===== config.mk =====
export PLATFORM = sky130hd
export DESIGN_NAME = multicycle_adder_subtractor
export DESIGN_NICKNAME = d
export VERILOG_FILES = /design/src/rtl/multicycle_adder_subtractor_pkg.sv /design/src/rtl/adder_chunk.sv /design/src/rtl/multicycle_adder_subtractor.sv
export SDC_FILE = /design/constraint.sdc
export NUM_CORES = 1
export LEC_CHECK = 0
export BUFFER_PORTS_ARGS = -buffer_cell sky130_fd_sc_hd__clkbuf_2
export CORE_AREA = 2 2 55 57
export DETAILED_ROUTE_END_ITERATION = 16
export DIE_AREA = 0 0 57 59
export PLACE_DENSITY = 0.76
export SYNTH_ARGS = -nofsm -noshare
export SYNTH_HDL_FRONTEND = slang
export SYNTH_SLANG_ARGS = --single-unit

===== constraint.sdc =====
create_clock -name clk -period 5.01 [get_ports clk]
set_input_delay 0.2505 -clock clk [delete_from_list [all_inputs] [get_ports clk]]
set_output_delay 0.2505 -clock clk [all_outputs]
set_load 0.03 [all_outputs]

===== src/rtl/multicycle_adder_subtractor_pkg.sv =====
// Shared types for the multi-cycle adder/subtractor.
// FSM encoding and index-width helper.
package multicycle_adder_subtractor_pkg;

  typedef enum logic [1:0] {
    ST_IDLE = 2'd0,
    ST_RUN  = 2'd1,
    ST_DONE = 2'd2
  } state_t;

  function automatic int idx_bits(input int n);
    return (n > 1) ? $clog2(n) : 1;
  endfunction

endpackage


===== src/rtl/adder_chunk.sv =====
// CHUNK-bit ripple of one-bit full-adder cells.
// cmsb is the carry entering the top bit, used for signed overflow.
module adder_chunk #(
  parameter int CHUNK = 2
) (
  input  logic [CHUNK-1:0] a,
  input  logic [CHUNK-1:0] b,
  input  logic             cin,
  output logic [CHUNK-1:0] sum,
  output logic             cout,
  output logic             cmsb
);

  logic [CHUNK:0] w_c;

  always_comb begin
    w_c    = '0;
    sum    = '0;
    w_c[0] = cin;
    for (int i = 0; i < CHUNK; i++) begin
      sum[i]   = a[i] ^ b[i] ^ w_c[i];
      w_c[i+1] = (a[i] & b[i])
               | (w_c[i] & (a[i] ^ b[i]));
    end
  end

  assign cout = w_c[CHUNK];
  assign cmsb = w_c[CHUNK-1];

endmodule


===== src/rtl/multicycle_adder_subtractor.sv =====
// Multi-cycle adder/subtractor: CHUNK bits per clock,
// carry rippled between chunks through r_carry.
module multicycle_adder_subtractor
  import multicycle_adder_subtractor_pkg::*;
#(
  parameter int WIDTH = 8,
  parameter int CHUNK = 2
) (
  input  logic             clk,
  input  logic             reset,
  input  logic             in_valid,
  output logic             in_ready,
  input  logic [WIDTH-1:0] a,
  input  logic [WIDTH-1:0] b,
  input  logic             subtract,
  output logic             out_valid,
  input  logic             out_ready,
  output logic [WIDTH-1:0] sum,
  output logic             carryout,
  output logic             overflow,
  output logic             zero
);

  localparam int NCHUNK = WIDTH / CHUNK;
  localparam int IW     = idx_bits(NCHUNK);
  localparam logic [IW-1:0] LAST = IW'(NCHUNK - 1);

  state_t r_state;
  state_t w_state_nx;

  logic [WIDTH-1:0] r_a;
  logic [WIDTH-1:0] r_b;
  logic [WIDTH-1:0] r_sum;
  logic             r_carry;
  logic [IW-1:0]    r_idx;
  logic             r_cout;
  logic             r_ovf;
  logic             r_zero;

  logic             w_accept;
  logic             w_run;
  logic             w_last;
  logic [CHUNK-1:0] w_ch_sum;
  logic             w_ch_cout;
  logic             w_ch_cmsb;
  logic [WIDTH-1:0] w_sum_nx;

  assign w_accept = in_valid && (r_state == ST_IDLE);
  assign w_run    = (r_state == ST_RUN);
  assign w_last   = (r_idx == LAST);

  // Operands shift right so the active chunk is always the low bits.
  adder_chunk #(
    .CHUNK (CHUNK)
  ) u_chunk (
    .a    (r_a[CHUNK-1:0]),
    .b    (r_b[CHUNK-1:0]),
    .cin  (r_carry),
    .sum  (w_ch_sum),
    .cout (w_ch_cout),
    .cmsb (w_ch_cmsb)
  );

  // Result shifts in from the top; after NCHUNK steps it is aligned.
  assign w_sum_nx = WIDTH'({w_ch_sum, r_sum} >> CHUNK);

  always_ff @(posedge clk) begin
    if (reset) r_state <= ST_IDLE;
    else       r_state <= w_state_nx;
  end

  always_comb begin
    w_state_nx = r_state;
    unique case (r_state)
      ST_IDLE: if (in_valid)  w_state_nx = ST_RUN;
      ST_RUN:  if (w_last)    w_state_nx = ST_DONE;
      ST_DONE: if (out_ready) w_state_nx = ST_IDLE;
      default:                w_state_nx = ST_IDLE;
    endcase
  end

  always_ff @(posedge clk) begin
    if (reset) begin
      r_a     <= '0;
      r_b     <= '0;
      r_sum   <= '0;
      r_carry <= 1'b0;
      r_idx   <= '0;
      r_cout  <= 1'b0;
      r_ovf   <= 1'b0;
      r_zero  <= 1'b0;
    end else if (w_accept) begin
      r_a     <= a;
      r_b     <= b ^ {WIDTH{subtract}};
      r_carry <= subtract;
      r_idx   <= '0;
    end else if (w_run) begin
      r_a     <= r_a >> CHUNK;
      r_b     <= r_b >> CHUNK;
      r_sum   <= w_sum_nx;
      r_carry <= w_ch_cout;
      r_idx   <= r_idx + IW'(1);
      if (w_last) begin
        r_cout <= w_ch_cout;
        r_ovf  <= w_ch_cmsb ^ w_ch_cout;
        r_zero <= ~|w_sum_nx;
      end
    end
  end

  assign in_ready  = (r_state == ST_IDLE);
  assign out_valid = (r_state == ST_DONE);
  assign sum       = r_sum;
  assign carryout  = r_cout;
  assign overflow  = r_ovf;
  assign zero      = r_zero;

endmodule

Word level (Yosys, flattened, before mapping)
Index checks and enable logic that the tools add are counted.
{ "word_totals": {"input_bits": 21, "rom_bits": 0, "wordCells": 48, "ff_bits": 32, "ram_bits": 0, "n_memories": 0, "latchBits": 0, "out_inout_bits": 13} }
{ "classes": {"mul": 0, "reduce_logical": 9, "n_lt_le_gt_ge": 0, "shift": 0, "muxes": 10, "n_div": 0, "add_sub_neg": 1, "bitwise_logic": 13, "eq_ne": 6} }
{ "op_table": {"columns": ["operator", "count"], "rows": [
  ["$mux 8", 4],
  ["$reduce_or 8->1", 1],
  ["$xor 8x8->8", 1],
  ["$mux 2", 3],
  ["$pmux 2 s3", 1],
  ["$reduce_and 3->1", 2],
  ["$xor 1x1->1", 5],
  ["$and 1x1->1", 4],
  ["$eq 2x2->1 const B", 2],
  ["$ne 2x1->1 const B", 2],
  ["$add 2x1->2 const B", 1],
  ["$eq 2x1->1 const B", 1],
  ["$logic_not 2->1", 1],
  ["$mux 1", 2],
  ["$ne 2x2->1 const B", 1],
  ["$or 1x1->1", 2],
  ["$reduce_and 2->1", 1],
  ["$reduce_bool 2->1", 1],
  ["$reduce_or 2->1", 1],
  ["$logic_and 1x1->1", 1],
  ["$logic_not 1->1", 1],
  ["$not 1->1", 1]
]} }

Logic depth before layout (Yosys ltp)
{ "logic_depth": {"ltp_word": 7, "ltp_mapped": 6, "mapped_depth_nobuf": 6} }

By module
Synthesis repeated with hierarchy kept, for this count alone.
{ "hier_totals": {"hier_cells": 168, "area_unflattened_um2": 1456.4} }
{ "by_module_without_submodules": {"columns": ["mod", "cells_each", "area_each_um2", "seq_area_each_um2", "n_inst"], "rows": [
  ["multicycle_adder_subtractor", 166, 1416.4, 640.6, 1],
  ["adder_chunk", 2, 40.0, 0.0, 1]
]} }

Worst setup path before layout
OpenSTA, ideal clock, no wires.
{ "synth_timing": {"kind": "reg-to-reg", "from": "register r_a[0]", "to": "register r_ovf (netlist: overflow)", "required_time_ns": 4.940, "stages_incl_launch_ff": 7, "slack_ns": 3.360, "setup_ns": 0.070, "path_buffers": 0, "t_arrival_ns": 1.580, "synth_period_minus_slack_ns": 1.650, "path_cell_list": "dfxtp_1 > inv_1 > fa_1 > fa_1 > xor2_1 > nand3_1 > a21oi_1"} }
{ "synth_between": {"elab_chain_len": 6, "elab_cells_between_ends": 7, "classes_between": "bitwise: 7"} }
{ "synth_rtl": {"columns": ["element", "line", "text"], "rows": [
  ["start: declaration", "multicycle_adder_subtractor.sv:31", "logic [WIDTH-1:0] r_a;"],
  ["start signal: assignment", "multicycle_adder_subtractor.sv:98", "r_a <= r_a >> CHUNK;"],
  ["$xor 1x1->1", "adder_chunk.sv:23", "| (w_c[i] & (a[i] ^ b[i]));"],
  ["$and 1x1->1", "adder_chunk.sv:23", null],
  ["$or 1x1->1 *", "adder_chunk.sv:23", null],
  ["$and 1x1->1", "adder_chunk.sv:23", null],
  ["$or 1x1->1", "adder_chunk.sv:23", null],
  ["$xor 1x1->1 *", "multicycle_adder_subtractor.sv:105", "r_ovf <= w_ch_cmsb ^ w_ch_cout;"],
  ["end signal: assignment", "multicycle_adder_subtractor.sv:105", null],
  ["end: declaration", "multicycle_adder_subtractor.sv:37", "logic r_ovf;"]
]} }
Every way passes the cells marked *; elsewhere a longest branch is shown, timed or not.
A chain may end at the register's enable or synchronous reset.

Worst setup path in the final report
{ "layout_timing": {"from": "register r_state[0]", "to": "register r_cout (netlist: carryout)"} }
{ "layout_between": {"elab_chain_len": 4, "elab_cells_between_ends": 5, "classes_between": "eq/ne: 1; bitwise: 1; reduce/logical: 3"} }
{ "layout_rtl": {"columns": ["element", "line", "text"], "rows": [
  ["start: declaration", "multicycle_adder_subtractor.sv:28", "state_t r_state;"],
  ["start signal: assignment", "multicycle_adder_subtractor.sv:69", "else r_state <= w_state_nx;"],
  ["$logic_not 2->1", "multicycle_adder_subtractor.sv:48", "assign w_accept = in_valid && (r_state == ST_IDLE);"],
  ["$logic_and 1x1->1", "multicycle_adder_subtractor.sv:48", null],
  ["$not 1->1 (no line)", null, null],
  ["$reduce_and 3->1 (no line) *", null, null],
  ["end signal: assignment", "multicycle_adder_subtractor.sv:104", "r_cout <= w_ch_cout;"],
  ["end: declaration", "multicycle_adder_subtractor.sv:36", "logic r_cout;"]
]} }
Marked as above.

==> metrics.md <==
| Metric | Value |
|---|---|
| Status | complete, no violations |
| Crit path kind | reg -> reg |
| Post-route cell area | 0.00166 mm² |
| Worst Path Max Fanout | 18 |
| CTS Root Cell | clkbuf_4 |
| LEAKAGE | 0.000667 µW |
| First-pass GRT wire length | 4710 µm |
| Hold_sp | a[6] |
| Max_cap viols | 0 |
| Synth area leader | dfxtp_1 |
| Post-synthesis cell type count | 31 |
| Clock power share | 0.342 |
| R2R setup slack | 2.88 ns |
| Clock Latency Late Sink | 0.33 ns |
| VDD IR-drop max | 204 µV |
| Gpl congestion | 0.754 |
| Wire per inst | 12.5 µm |
| Initial core utilization | 0.531 |
| Routed Wire Length | 2790 µm |
| Die area | 0.00336 mm² |
| TritonRoute pass-1 iters | 4 |
| Synth warnings | 0 |
| Residual DRC count | 0 |
| Slowest stage delay, CP | 0.97 ns |
| Row cnt | 19 |
| Setup bufs post-CTS | 0 |
| Uppermost layer routed | met4 |
| Worst flop-to-flop path startpoint | r_state[0] |
| Cell at the slowest stage of the critical path | nor2b_1 |
| Placed cell count | 214 |
| Slew headroom | 0.223 |
| DR WL met3 | 163 µm |
| Setup WS pre-CTS | 2.88 ns |
| Grt total ovfl | 0 |
| CP delay by family, top | simple AND/OR/NAND/NOR gates |
| Final HPWL DP | 2050 µm |
| Worst min path class | in -> reg |
| Setup violations, final | 0 |
| IO Count | 34 |
| Setup TNS | 0 ns |
| Cell area after synthesis | 0.00144 mm² |
| Vias per cell | 5.45 |
| Final WS setup | 2.88 ns |
| Core Area | 0.00271 mm² |
| Diodes inserted | 0 |
| Cells on worst reg2reg path | 3 |
| Least-Margin Pin Slew | 1.16 ns |
| Post-synth net total | 186 |
| Post-route ant nets | 0 |
| Tmin final | 2.13 ns |
| CP Launch Type | flip-flop |
| I/O Buffers | 33 |
| Hold Crit Depth | 3 |
| Num CTS Buffers | 5 |
| Share of layout cells above drive strength 1 | 0.236 |
| Sequential Power Share | 0.505 |
| Combinational share of power | 0.153 |
| Vias in the first global route | 1097 |
| CP Capture Type | flip-flop |
| Max Root-Sink Buffers | 2 |
| Worst EP required | 5.24 ns |
| Syn avg cell area | 8.89 µm² |
| Routed length on met1 | 1200 µm |
| Worst EP arrival | 2.36 ns |
| Clock Skews | 0.00801 ns |
| Non-filler cells, final | 222 |
| Area of the multi-input gates | 724 µm² |
| Cells after Synth | 162 |
| Vias | 1210 |
| Final Hold Viols | 0 |
| Routed met2 length | 1370 µm |
| Buffers and inverters on the worst path | 0 |
| Final period util | 0.425 |
| Yosys reg bits | 32 |
| Largest net degree at the start of global routing | 31 |
| H-tree levels | 2 |
| Sw Ratio | 0.260 |
| Die W | 57 µm |
| Initial antenna violation count | 0 |
| DR iter-0 viols | 47 |
| RR Endpoint | carryout |
| Power per Cell Area | 334 mW/mm² |
| Layout net count | 214 |
| Clk slew on worst S/H paths | 0.09 ns |
| Tot GR Track Use | 0.184 |
| Post-DP Area | 0.00159 mm² |
| Sequential area share after synthesis | 0.445 |
| Crit path cell chain | nor2b_1, a21oi_1, a311oi_1 |
| CTS tree | yes |
| FF/Latch Area | 641 µm² |
| Post-synth top area share | 0.445 |
| Hold endpoint | r_a[6] |
| # resized after CTS | 0 |
| Unrepaired setup endpoints after global routing | no |
| Hold buffer count at cts | 0 |
| P_sw | 145 µW |
| Highest clock rate | 470 MHz |
| Fillers | 247 |
| Area contributors post-synth | dfxtp_1 (44%), a21oi_1 (6.3%), nand2_1 (5.2%) |
| Pwr Total | 556 µW |
| Clock sink count | 32 |
| Pint | 411 µW |
| Die Ht | 59 µm |
| Max Slew Vio Count | 0 |
| Area grow syn2layout | 15.6% |
## worst register-to-register path, stage by stage (launching register included)
cell and delay (ns):
dfxtp_1 0.61, nor2b_1 0.98, a21oi_1 0.16, a311oi_1 0.28
## registers in the layout, summed over array words and instances, names as in the netlist, 2 cells and up
name     count
r_a          8
r_idx        2
sum          8
r_state      2
r_b          8
## power groups by stage
stage | Sequential (µW) | Clock (µW) | Combinational, µW
global placement | 286 | 0 | 83.1
finish | 281 | 190 | 85.0
global route | 283 | 207 | 95.2
CTS | 281 | 195 | 86.0
detailed placement | 286 | 0 | 85.8
floorplan | 288 | 0 | 62.6
## synthesized netlist by cell type (all sizes together)
master and n:
xor2 3, ha 1, nand4b 1, o21bai 1, a221o 6, inv 5
nor2b 3, nand2 20, or3b 4, nand2b 4, xnor2 7, a311oi 1
buf 7, clkbuf 5, nor2 17, nand3 3, nor4b 1, a21oi 18
fa 2, a211oi 9, mux2i 1, dfxtp 32, nor3b 1, o21a 1
or4b 1, nor3 3, o21ai 1, a22oi 2, nand3b 2
## cells in the final DEF (no fill, tap or decap), types with 2 or more instances in the layout
cell / n
dfxtp_1: 32
a211oi_1: 9
a22oi_1: 2
a221o_1: 6
nand2b_1: 4
or3b_2: 3
nor2b_1: 3
nand3b_1: 2
clkbuf_4: 5
nor2_1: 17
a21oi_1: 18
fa_1: 2
xnor2_1: 7
nand3_1: 3
clkbuf_2: 33
nor3_1: 3
xor2_1: 3
nand2_1: 20
inv_1: 5
## worst max-delay path by stage
| stage | from | to | cells after the start |
|---|---|---|---|
| final | r_state[0] | carryout | 3 |
| after global routing | r_state[0] | carryout | 3 |
| after CTS | r_state[0] | carryout | 3 |
| after detailed placement | r_state[0] | carryout | 3 |
| after global placement | r_state[0] | carryout | 3 |
| after floorplan | r_a[0] | overflow | 6 |
## cell type report
| type | instances | area share |
|---|---|---|
| flip-flops and latches | 32 | 0.385 |
| clock buffers | 6 | 0.0248 |
| inverters | 5 | 0.0113 |
| well taps | 31 | 0.0233 |
| clock inverters | 2 | 0.0211 |
| multi-input cells | 113 | 0.435 |
| repair buffers | 33 | 0.0992 |
## through the flow
step                       util  hold WS [ns]
after floorplan               -         0.411
after global placement    0.586         0.442
after detailed placement  0.586         0.449
after CTS                 0.614         0.165
after global routing      0.614         0.173
final                     0.614         0.171
## logic make-up (layout without fill, tap and decap cells)
logic type / after synthesis / in the layout / synth area share
AO/OA/AOI/OAI: 39 / 39 / 0.184
XOR/XNOR: 10 / 10 / 0.0608
adder cells (fa/ha/maj): 3 / 3 / 0.0365
buffers and inverters: 17 / 46 / 0.0521
flip-flops: 32 / 32 / 0.445
multiplexers: 1 / 1 / 0.00695
AND/OR/NAND/NOR: 60 / 60 / 0.215
## per-layer routing
layer | global-route usage | up-vias
li1 | - | 615
met1 | 0.211 | 551
met2 | 0.304 | 36
met3 | 0.0655 | 8
met4 | 0.0963 | 0
met5 | 0 | -
(Power assumes the default switching activity.)
